## config.mk

```make
export PLATFORM = sky130hd
export DESIGN_NAME = alu_arbiter
export DESIGN_NICKNAME = d
export VERILOG_FILES = /design/src/rtl/alu_arbiter.sv
export SDC_FILE = /design/constraint.sdc
export NUM_CORES = 1
export LEC_CHECK = 0
export CORE_ASPECT_RATIO = 1.4
export CORE_MARGIN = 3
export CORE_UTILIZATION = 39
export CTS_BUF_LIST = sky130_fd_sc_hd__clkbuf_16
export CTS_CLUSTER_SIZE = 24
export DETAILED_ROUTE_END_ITERATION = 10
export GPL_TIMING_DRIVEN = 0
export PLACE_DENSITY = 0.87
export SLEW_MARGIN = 20
export SYNTH_ARGS = -nofsm -noshare
export SYNTH_HDL_FRONTEND = slang
export SYNTH_SLANG_ARGS = --single-unit
```

## constraint.sdc

```tcl
create_clock -name clk -period 4.1 [get_ports clk]
set_clock_uncertainty 0.15 [all_clocks]
set_input_delay 1.23 -clock clk [delete_from_list [all_inputs] [get_ports clk]]
set_output_delay 1.23 -clock clk [all_outputs]
set_load 0.01 [all_outputs]
```

## src/rtl/alu_arbiter.sv

```systemverilog
`default_nettype none
// ============================================================================
// Module   : alu_arbiter
// Brief    : Two-requester arbiter in front of one shared combinational ALU.
//            Define ALU_ARB_RR_EN for round-robin; otherwise requester 0 has
//            fixed priority.
// Revision : 1.0 - initial release
// ============================================================================
module alu_arbiter (
    input  logic        clk,
    input  logic        rst_n,
    input  logic        req0_valid,
    output logic        req0_ready,
    input  logic [1:0]  req0_func,
    input  logic [15:0] req0_op1,
    input  logic [15:0] req0_op2,
    input  logic        req1_valid,
    output logic        req1_ready,
    input  logic [1:0]  req1_func,
    input  logic [15:0] req1_op1,
    input  logic [15:0] req1_op2,
    output logic        rsp0_valid,
    input  logic        rsp0_ready,
    output logic [15:0] rsp0_data,
    output logic        rsp1_valid,
    input  logic        rsp1_ready,
    output logic [15:0] rsp1_data,
    output logic [1:0]  alu_func,
    output logic [15:0] alu_op1,
    output logic [15:0] alu_op2,
    input  logic [15:0] alu_result,
    input  logic        alu_eq
);

    localparam logic [1:0] S_IDLE = 2'd0;
    localparam logic [1:0] S_EXEC = 2'd1;
    localparam logic [1:0] S_RESP = 2'd2;
    localparam logic [1:0] c_FUNC_EQ = 2'b11;

    logic [1:0]  r_state;
    logic [1:0]  r_func;
    logic [15:0] r_op1;
    logic [15:0] r_op2;
    logic [15:0] r_result;
    logic        r_win;

    logic        w_win;
    logic        w_grant;
    logic        w_rsp_ready;

`ifdef ALU_ARB_RR_EN
    // Pointer holds the index granted last; it loses the next tie.
    logic r_last;

    always_comb begin
        if (req0_valid && req1_valid) begin
            w_win = ~r_last;
        end else begin
            w_win = ~req0_valid;
        end
    end

    always_ff @(posedge clk) begin
        if (!rst_n) begin
            r_last <= 1'b1;
        end else if (w_grant) begin
            r_last <= w_win;
        end
    end
`else
    assign w_win = ~req0_valid;
`endif

    // Gating with rst_n keeps both readies low during any reset cycle.
    assign w_grant     = rst_n && (r_state == S_IDLE) && (req0_valid || req1_valid);
    assign req0_ready  = w_grant && !w_win;
    assign req1_ready  = w_grant && w_win;
    assign w_rsp_ready = r_win ? rsp1_ready : rsp0_ready;

    always_ff @(posedge clk) begin
        if (!rst_n) begin
            r_state  <= S_IDLE;
            r_func   <= 2'b00;
            r_op1    <= 16'h0000;
            r_op2    <= 16'h0000;
            r_result <= 16'h0000;
            r_win    <= 1'b0;
        end else begin
            case (r_state)
                S_IDLE: begin
                    if (w_grant) begin
                        r_win   <= w_win;
                        r_func  <= w_win ? req1_func : req0_func;
                        r_op1   <= w_win ? req1_op1  : req0_op1;
                        r_op2   <= w_win ? req1_op2  : req0_op2;
                        r_state <= S_EXEC;
                    end
                end
                S_EXEC: begin
                    r_result <= (r_func == c_FUNC_EQ) ? {15'b0, alu_eq} : alu_result;
                    r_state  <= S_RESP;
                end
                S_RESP: begin
                    if (w_rsp_ready) begin
                        r_state <= S_IDLE;
                    end
                end
                default: r_state <= S_IDLE;
            endcase
        end
    end

    // Both requesters see the shared result register; only the winner's valid rises.
    assign rsp0_valid = (r_state == S_RESP) && !r_win;
    assign rsp1_valid = (r_state == S_RESP) && r_win;
    assign rsp0_data  = r_result;
    assign rsp1_data  = r_result;
    assign alu_func   = r_func;
    assign alu_op1    = r_op1;
    assign alu_op2    = r_op2;

endmodule
`default_nettype wire

```

==> results of run 1 <==
final timing paths:
path / startpoint / to / cells after the start
worst max-delay path: rst_n / req1_ready / 5
worst min-delay path: rsp0_data[6]$_SDFFE_PN0N_ / rsp0_data[6]$_SDFFE_PN0N_ / 2
worst max register to register: r_state[0]$_SDFFE_PN0P_ / alu_op2[2]$_SDFFE_PN0P_ / 5
worst min register to register: rsp0_data[6]$_SDFFE_PN0N_ / rsp0_data[6]$_SDFFE_PN0N_ / 2
logic make-up after synthesis:
kind of cell / synth area share
simple gates: 0.1945
mux: 0.008256
flops: 0.4376
compound gates: 0.2389
buf+inv: 0.1207
cells in the final DEF, fill, tap and decap left out, drive strengths merged:
master / synthesis / final
nand2b: 1 / 1
dfxtp: 53 / 53
nand3b: 1 / 1
nand3: 15 / 15
clkinv: 0 / 3
a21oi: 18 / 18
buf: 30 / 31
nor3: 1 / 1
o21ai: 35 / 35
nand2: 84 / 84
a211oi: 1 / 1
inv: 1 / 1
mux2i: 2 / 2
clkbuf: 13 / 18
clkdlybuf4s50: 0 / 157
and3: 1 / 1
nor2: 2 / 2
o31a: 1 / 1
nor4: 1 / 1
nor2b: 1 / 1
a22o: 34 / 34
dlygate4sd2: 0 / 1
nor3b: 1 / 1
and3b: 2 / 2
metal layers:
| layer | part of all wire | vias to the layer above |
|---|---|---|
| li1 | - | 1336 |
| met1 | 0.37 | 1259 |
| met2 | 0.52 | 120 |
| met3 | 0.078 | 19 |
| met4 | 0.028 | 0 |
| met5 | 0 | - |
Yosys cell counts, types with 2 or more instances:
| library cell | number | share of area |
|---|---|---|
| buf_2 | 6 | 0.012 |
| nand2_1 | 84 | 0.13 |
| buf_8 | 3 | 0.019 |
| nand3_1 | 15 | 0.031 |
| o21ai_0 | 35 | 0.072 |
| dfxtp_1 | 53 | 0.44 |
| mux2i_1 | 2 | 0.0083 |
| a22o_1 | 34 | 0.12 |
| buf_4 | 19 | 0.059 |
| clkbuf_1 | 13 | 0.020 |
| nor2_1 | 2 | 0.0031 |
| a21oi_1 | 18 | 0.037 |
| buf_6 | 2 | 0.0093 |
| and3b_1 | 2 | 0.0072 |
sequential cells by signal, summed over array words and instances (netlist names):
register   flops
alu_op1       16
alu_op2       16
rsp0_data     16
alu_func       2
r_state        2
r_win          1
critical path, stage by stage:
cell and delay (ns):
dlygate4sd2_1 0.30, inv_2 0.14, nor3_4 0.19, and3b_1 0.17
clkdlybuf4s50_1 0.55
repair_timing:
| item | CTS | global route |
|---|---|---|
| buffers inserted | 1 | 0 |
| endpoints found under the setup margin | 1 | 0 |
| resized for setup | 1 | 0 |
power breakdown:
group | switching [mW] | total, mW | internal (mW) | leakage (nW)
Sequential | 0.0275 | 0.588 | 0.560 | 0.436
Combinational | 0.157 | 0.397 | 0.240 | 1.20
Clock | 0.177 | 0.398 | 0.221 | 0.0687
Total | 0.361 | 1.38 | 1.02 | 1.71
layout make-up:
class                           count  share of cell area
Tap cell                           70             0.02067
Clock inverter                      3            0.002952
Buffer                             43             0.06820
Multi-Input combinational cell    201              0.2527
Inverter                            1           0.0008857
Clock buffer                        5             0.02952
Sequential cell                    53              0.2504
Timing Repair Buffer              159              0.3747
stage by stage:
stage / cell area (sq um) / instances / TNS [ns]
2_1_floorplan: 2425 / 298 / 0
3_3_place_gp: 4094 / 526 / -0.2841
3_5_place_dp: 4094 / 526 / -0.2857
4_1_cts: 4238 / 535 / 0
5_1_grt: 4238 / 535 / 0
6_report: 4238 / 535 / 0
==> summary.md, run 1 <==
| Metric | Value |
|---|---|
| Sequential area share after synthesis | `0.4376` |
| Hold WC Path Type | `flop to flop` |
| R2r setup slk | `between 2 and 3 ns` |
| Final hold vios | `0` |
| Pins Over Slew Limit | `0` |
| Final setup viols | `0` |
| Synthesis Warnings | `0` |
| Inserted Diodes | `0` |
| Gr ovfl total | `0` |
| Mapped Nets | `389` |
| Final worst path period share | `0.9662` |
| Outcome | `complete, no violations` |
| Critical setup path kind | `input port to primary output` |
| Dpl ws | `-0.2857 ns` |
| Initial antenna violation count | `0` |
| Die Y | `about 99 um` |
| Clock root cell | `clkbuf_16` |
| Max frequency | `~250 MHz` |
| WHS | `0.3200 ns` |
| Req. time, crit path | `~2.7 ns` |
| Maxcap violations | `0` |
| Iteration-0 DRC Markers | `150` |
| Vias in the first global route | `2622` |
| Mean Syn Cell Area | `8.137 sq um` |
| Number of top-level pins | `161` |
| FP Rows | `33` |
| Power per cell area | `326.2 mW/mm^2` |
| EDFF count, synth | `0` |
| RSZ-0062 raised after global routing | `no` |
| Post-Syn Area | `about 0.0024 sq mm` |
| Worst setup SP type | `input port` |
| Cells after Synth | `between 200 and 300` |
| Final WS setup | `around 0.14 ns` |
| Buffers on Ports | `158` |
| WL/cell | `15.49 um` |
| Die footprint | `0.007213 sq mm` |
| Fillcell total | `approximately 470` |
| Tmin final | `3.962 ns` |
| Share of layout cells above drive strength 1 | `0.08387` |
| # nets final | `555` |
| All-Layer GR Usage | `0.2255` |
| Grt met2 use | `0.4013` |
| Top FF cell, synth | `dfxtp_1` |
| Grt peak-use layer | `met2` |
| Register area | `0.001061 sq mm` |
| First-pass GRT wire length | `12750 um` |
| DRT Pass-1 Iters | `4` |
| Slew HR | `0.6855` |
| Area Growth Syn to Fin | `74.77%` |
| CTS max path bufs | `2` |
| Met3 usage | `0.06067` |
| Multi-input logic area | `about 0.0011 sq mm` |
| Routed WL | `8288 um` |
| Remaining antenna violation count | `0` |
| Number of synthesized register bits | `53` |
| Largest net degree at the start of global routing | `16` |
| Floorplan core area | `~0.006 sq mm` |
| Clock Sinks | `53` |
| Worst vdd ir | `0.1955 mV` |
| Dpl hpwl | `6572 um` |
| Synth unique cells | `24` |
| Clock-pin slew on the worst setup and hold paths | `approximately 0.07 ns` |
| Async set-or-reset flop fraction in the synthesized netlist | `0` |
| Util after Layout | `0.7128` |
| Least-Margin Pin Slew | `0.4717 ns` |
| Clk_lat worst skew | `0.29 ns` |
| DRC viols | `0` |
| Die X | `about 73 um` |
| Design Power | `1.382 mW` |
| CTS Buf Count | `5` |
| P_leak | `1.707 nW` |
| Critical path capture point type | `primary output` |
| CTS tree | `done` |
| Post-CTS Hold Buffers | `0` |
| Worst Path Arrival | `2.58 ns` |
| Routability cong. | `just under 0.8` |
| Detailed-route via count | `2734` |
| DR vias/cell | `5.110` |
| H-Tree Level Count | `2` |
| Met1 Usage GRT | `0.2528` |
| Initial core utilization | `0.4078` |
| Crit-path max FO | `10` |
(Power assumes the default switching activity.)
==> inputs of run 2 (changes only) <==
ABC_AREA = 1   (was unset)
CORE_UTILIZATION = 40   (was 39)
GPL_TIMING_DRIVEN = unset   (was 0)
PLACE_DENSITY = 0.88   (was 0.87)
==> run 2 against run 1 <==
Compared with the run above: sequential share of layout area up 0.30 points; combinational power down 14%; via count up 3.5%; die area up 2.7%; utilization down 1.8 points; critical path depth up 1; critical path type unchanged; highest routed layer unchanged.
==> summary.md, run 2 <==
| Metric | Value |
|---|---|
| Outcome | `complete, no violations` |
| Sequential area share after synthesis | `0.4145` |
| Final setup viols | `0` |
| Pins Over Slew Limit | `0` |
| Cells after Synth | `375` |
| Largest net degree at the start of global routing | `52` |
| H-Tree Level Count | `2` |
| Top FF cell, synth | `dfxtp_1` |
| Clock root cell | `clkbuf_16` |
| First-pass GRT wire length | `12230 um` |
| Hold WC Path Type | `flop to flop` |
| Remaining antenna violation count | `0` |
| Least-Margin Pin Slew | `0.7589 ns` |
| Critical R2R Launch | `r_state[0]$_SDFFE_PN0P_` |
| Vias in the first global route | `about 2700` |
| Crit-path max FO | `11` |
| FP Rows | `33` |
| CTS tree | `done` |
| DRC viols | `0` |
| Initial antenna violation count | `0` |
| Routed WL | `a little under 8000 um` |
| Fillcell total | `525` |
| Die X | `73.61 um` |
| Post-synth top area share | `0.4145` |
| WL/cell | `between 10 and 15 um` |
| Max frequency | `roughly 250 MHz` |
| Die footprint | `0.007409 sq mm` |
| Internal cell power | `1.023 mW` |
| Worst setup SP type | `input port` |
| Post-CTS Hold Buffers | `0` |
| Async set-or-reset flop fraction in the synthesized netlist | `0` |
| R2r worst-path depth | `5` |
| Die Y | `between 100 and 150 um` |
| Net Sw Frac | `0.2519` |
| Mux cell area share after synthesis | `0` |
| CP Launch Point | `req0_valid` |
| Compound-Gate Fraction of Synth Area | `0.1056` |
| Setup_tns | `0 ns` |
| Seq pwr share | `0.417` |
| Slew HR | `0.4929` |
| Post-synthesis adder-cell area fraction | `0` |
| Initial core utilization | `0.4247` |
| EDFF count, synth | `0` |
| Post-placement cell area | `approximately 0.0040 sq mm` |
| Floorplan core area | `~0.006 sq mm` |
| Clock share of power | `0.334` |
| Commonest non-fill, non-tap cell in the layout | `nand2_1` |
| DRT Pass-1 Iters | `4` |
| Synth Area in XOR/XNOR | `0` |
| Crit path to | `req0_ready` |
| Top cells by area, synth | `dfxtp_1, nand2_1, a21oi_1` |
| R2r setup slk | `2.48 ns` |
| Worst vdd ir | `about 0.19 mV` |
| Post-synth top area cell | `dfxtp_1` |
| P_leak | `1.693 nW` |
| DR vias/cell | `roughly 4.9` |
| CTS Buf Count | `5` |
| Most common cell in the netlist | `nand2_1` |
| Iteration-0 DRC Markers | `110` |
| Tmin final | `about 4 ns` |
| Synth unique cells | `19` |
| Maxcap violations | `0` |
| Simple-Gate Fraction of Synth Area | `0.3578` |
| Most frequent cells in the layout | `nand2_1, clkdlybuf4s50_1, a21oi_1, dfxtp_1, nand3_1` |
| Synthesis Warnings | `0` |
| Combinational share of power | `0.250` |
| CTS max path bufs | `2` |
| Inserted Diodes | `0` |
| Final hold vios | `0` |
| Final worst path period share | `0.9800` |
| Critical path capture point type | `primary output` |
| Fin area | `0.004188 sq mm` |
| Buffers on Ports | `160` |
| P_sw | `344.6 uW` |
| Gr ovfl total | `0` |
| Placed insts | `around 570` |
| Mapped Nets | `466` |
| Detailed-route via count | `2830` |
| Clock-pin slew on the worst setup and hold paths | `0.06 ns` |
| WHS Path Cells | `2` |
| Req. time, crit path | `2.72 ns` |
| RSZ-0062 raised after global routing | `no` |
| Post-Syn Area | `roughly 0.0026 sq mm` |
| Routability cong. | `0.7545` |
| Number of top-level pins | `161` |
| Critical setup path kind | `input port to primary output` |
| Reg2reg end | `alu_op1[1]$_SDFFE_PN0P_` |
| Post-CTS Setup Inserts | `0` |
| Number of synthesized register bits | `between 50 and 60` |
| Mean Syn Cell Area | `6.827 sq um` |
| PostCTS Resize Cnt | `0` |
| Dpl hpwl | `5787 um` |
| Power per cell area | `between 300 and 400 mW/mm^2` |
| Final Instance Count excl. Fillers | `579` |
| Share of layout cells above drive strength 1 | `0.04322` |
| Largest family of logic cells by synthesized area | `simple AND/OR/NAND/NOR gates` |
| Commonest cells post-synth | `nand2_1, a21oi_1, dfxtp_1` |
| Worst Path Arrival | `2.64 ns` |
| # nets final | `600` |
| Clock Sinks | `53` |
| Clk_lat worst skew | `0.28 ns` |
| Design Power | `1.368 mW` |
| All-Layer GR Usage | `0.2031` |
| Area Growth Syn to Fin | `63.59%` |
==> run 2: cell types whose count changed after synthesis, sizes merged, moves of 2 or more <==
cell | previous run | this run
nor2 | 2 | 7
nand3 | 15 | 36
o21ai | 35 | 1
mux2i | 2 | 0
a21oi | 18 | 53
a22o | 34 | 0
buf | 30 | 34
clkbuf | 13 | 5
and3b | 2 | 0
inv | 1 | 10
nand2 | 84 | 174
==> run 2: worst min path at each step <==
stage,from,endpoint,slack [ns]
6_report,alu_op1[9]$_SDFFE_PN0P_,alu_op1[9]$_SDFFE_PN0P_,0.31
5_1_grt,alu_op2[12]$_SDFFE_PN0P_,alu_op2[12]$_SDFFE_PN0P_,0.34
4_1_cts,alu_op1[9]$_SDFFE_PN0P_,alu_op1[9]$_SDFFE_PN0P_,0.31
3_5_place_dp,alu_op1[9]$_SDFFE_PN0P_,alu_op1[9]$_SDFFE_PN0P_,0.30
3_3_place_gp,alu_op1[13]$_SDFFE_PN0P_,alu_op1[13]$_SDFFE_PN0P_,0.30
2_1_floorplan,r_win$_SDFFE_PN0P_,r_win$_SDFFE_PN0P_,0.32
==> run 2: per-layer routing <==
metal / vias to the layer above / global-route usage / wire length (um)
met4: 0 / 0.03626 / 59
li1: 1437 / - / -
met5: - / 0 / 0
met1: 1269 / 0.2240 / 2874
met3: 6 / 0.04691 / 584
met2: 118 / 0.3873 / 4203
==> run 2: critical path: stages <==
cell and delay, ns:
clkdlybuf4s50_1 0.55, inv_6 0.08, nand2_4 0.07, nand3_4 0.06, nor2_1 0.09, clkdlybuf4s50_1 0.54
==> run 2: area by class of cell <==
cell class	count	area [sq um]	share of cell area
clock inverter	2	35.03	0.008366
sequential	53	1061	0.2534
multi-input combinational	272	1186	0.2832
timing repair buffer	166	1647	0.3932
tap	70	87.58	0.02091
clock buffer	5	125.1	0.02988
inverter	11	46.29	0.01105
==> run 2: power groups by stage <==
stage | Clock, mW | Sequential (mW) | Combinational (mW)
5_1_grt | 0.487 | 0.574 | 0.373
3_5_place_dp | 0 | 0.582 | 0.344
3_3_place_gp | 0 | 0.580 | 0.338
6_report | 0.456 | 0.570 | 0.341
2_1_floorplan | 0 | 0.595 | 0.152
4_1_cts | 0.463 | 0.570 | 0.345
==> run 2: stage by stage <==
stage / hold slack, ns / setup slack [ns] / util
after global placement: 0.3014 / 0.08100 / 0.6681
after CTS: 0.3146 / 0.07711 / 0.6947
final: 0.3140 / 0.08187 / 0.6947
after detailed placement: 0.3048 / 0.09344 / 0.6681
after global routing: 0.3383 / 0.01966 / 0.6947
after floorplan: 0.3159 / 0.7612 / -
==> run 2: cells by family (layout without fill, tap and decap cells) <==
group | Yosys count | count (layout)
compound gates | 54 | 54
buf+inv | 50 | 184
flops | 53 | 53
simple gates | 218 | 218
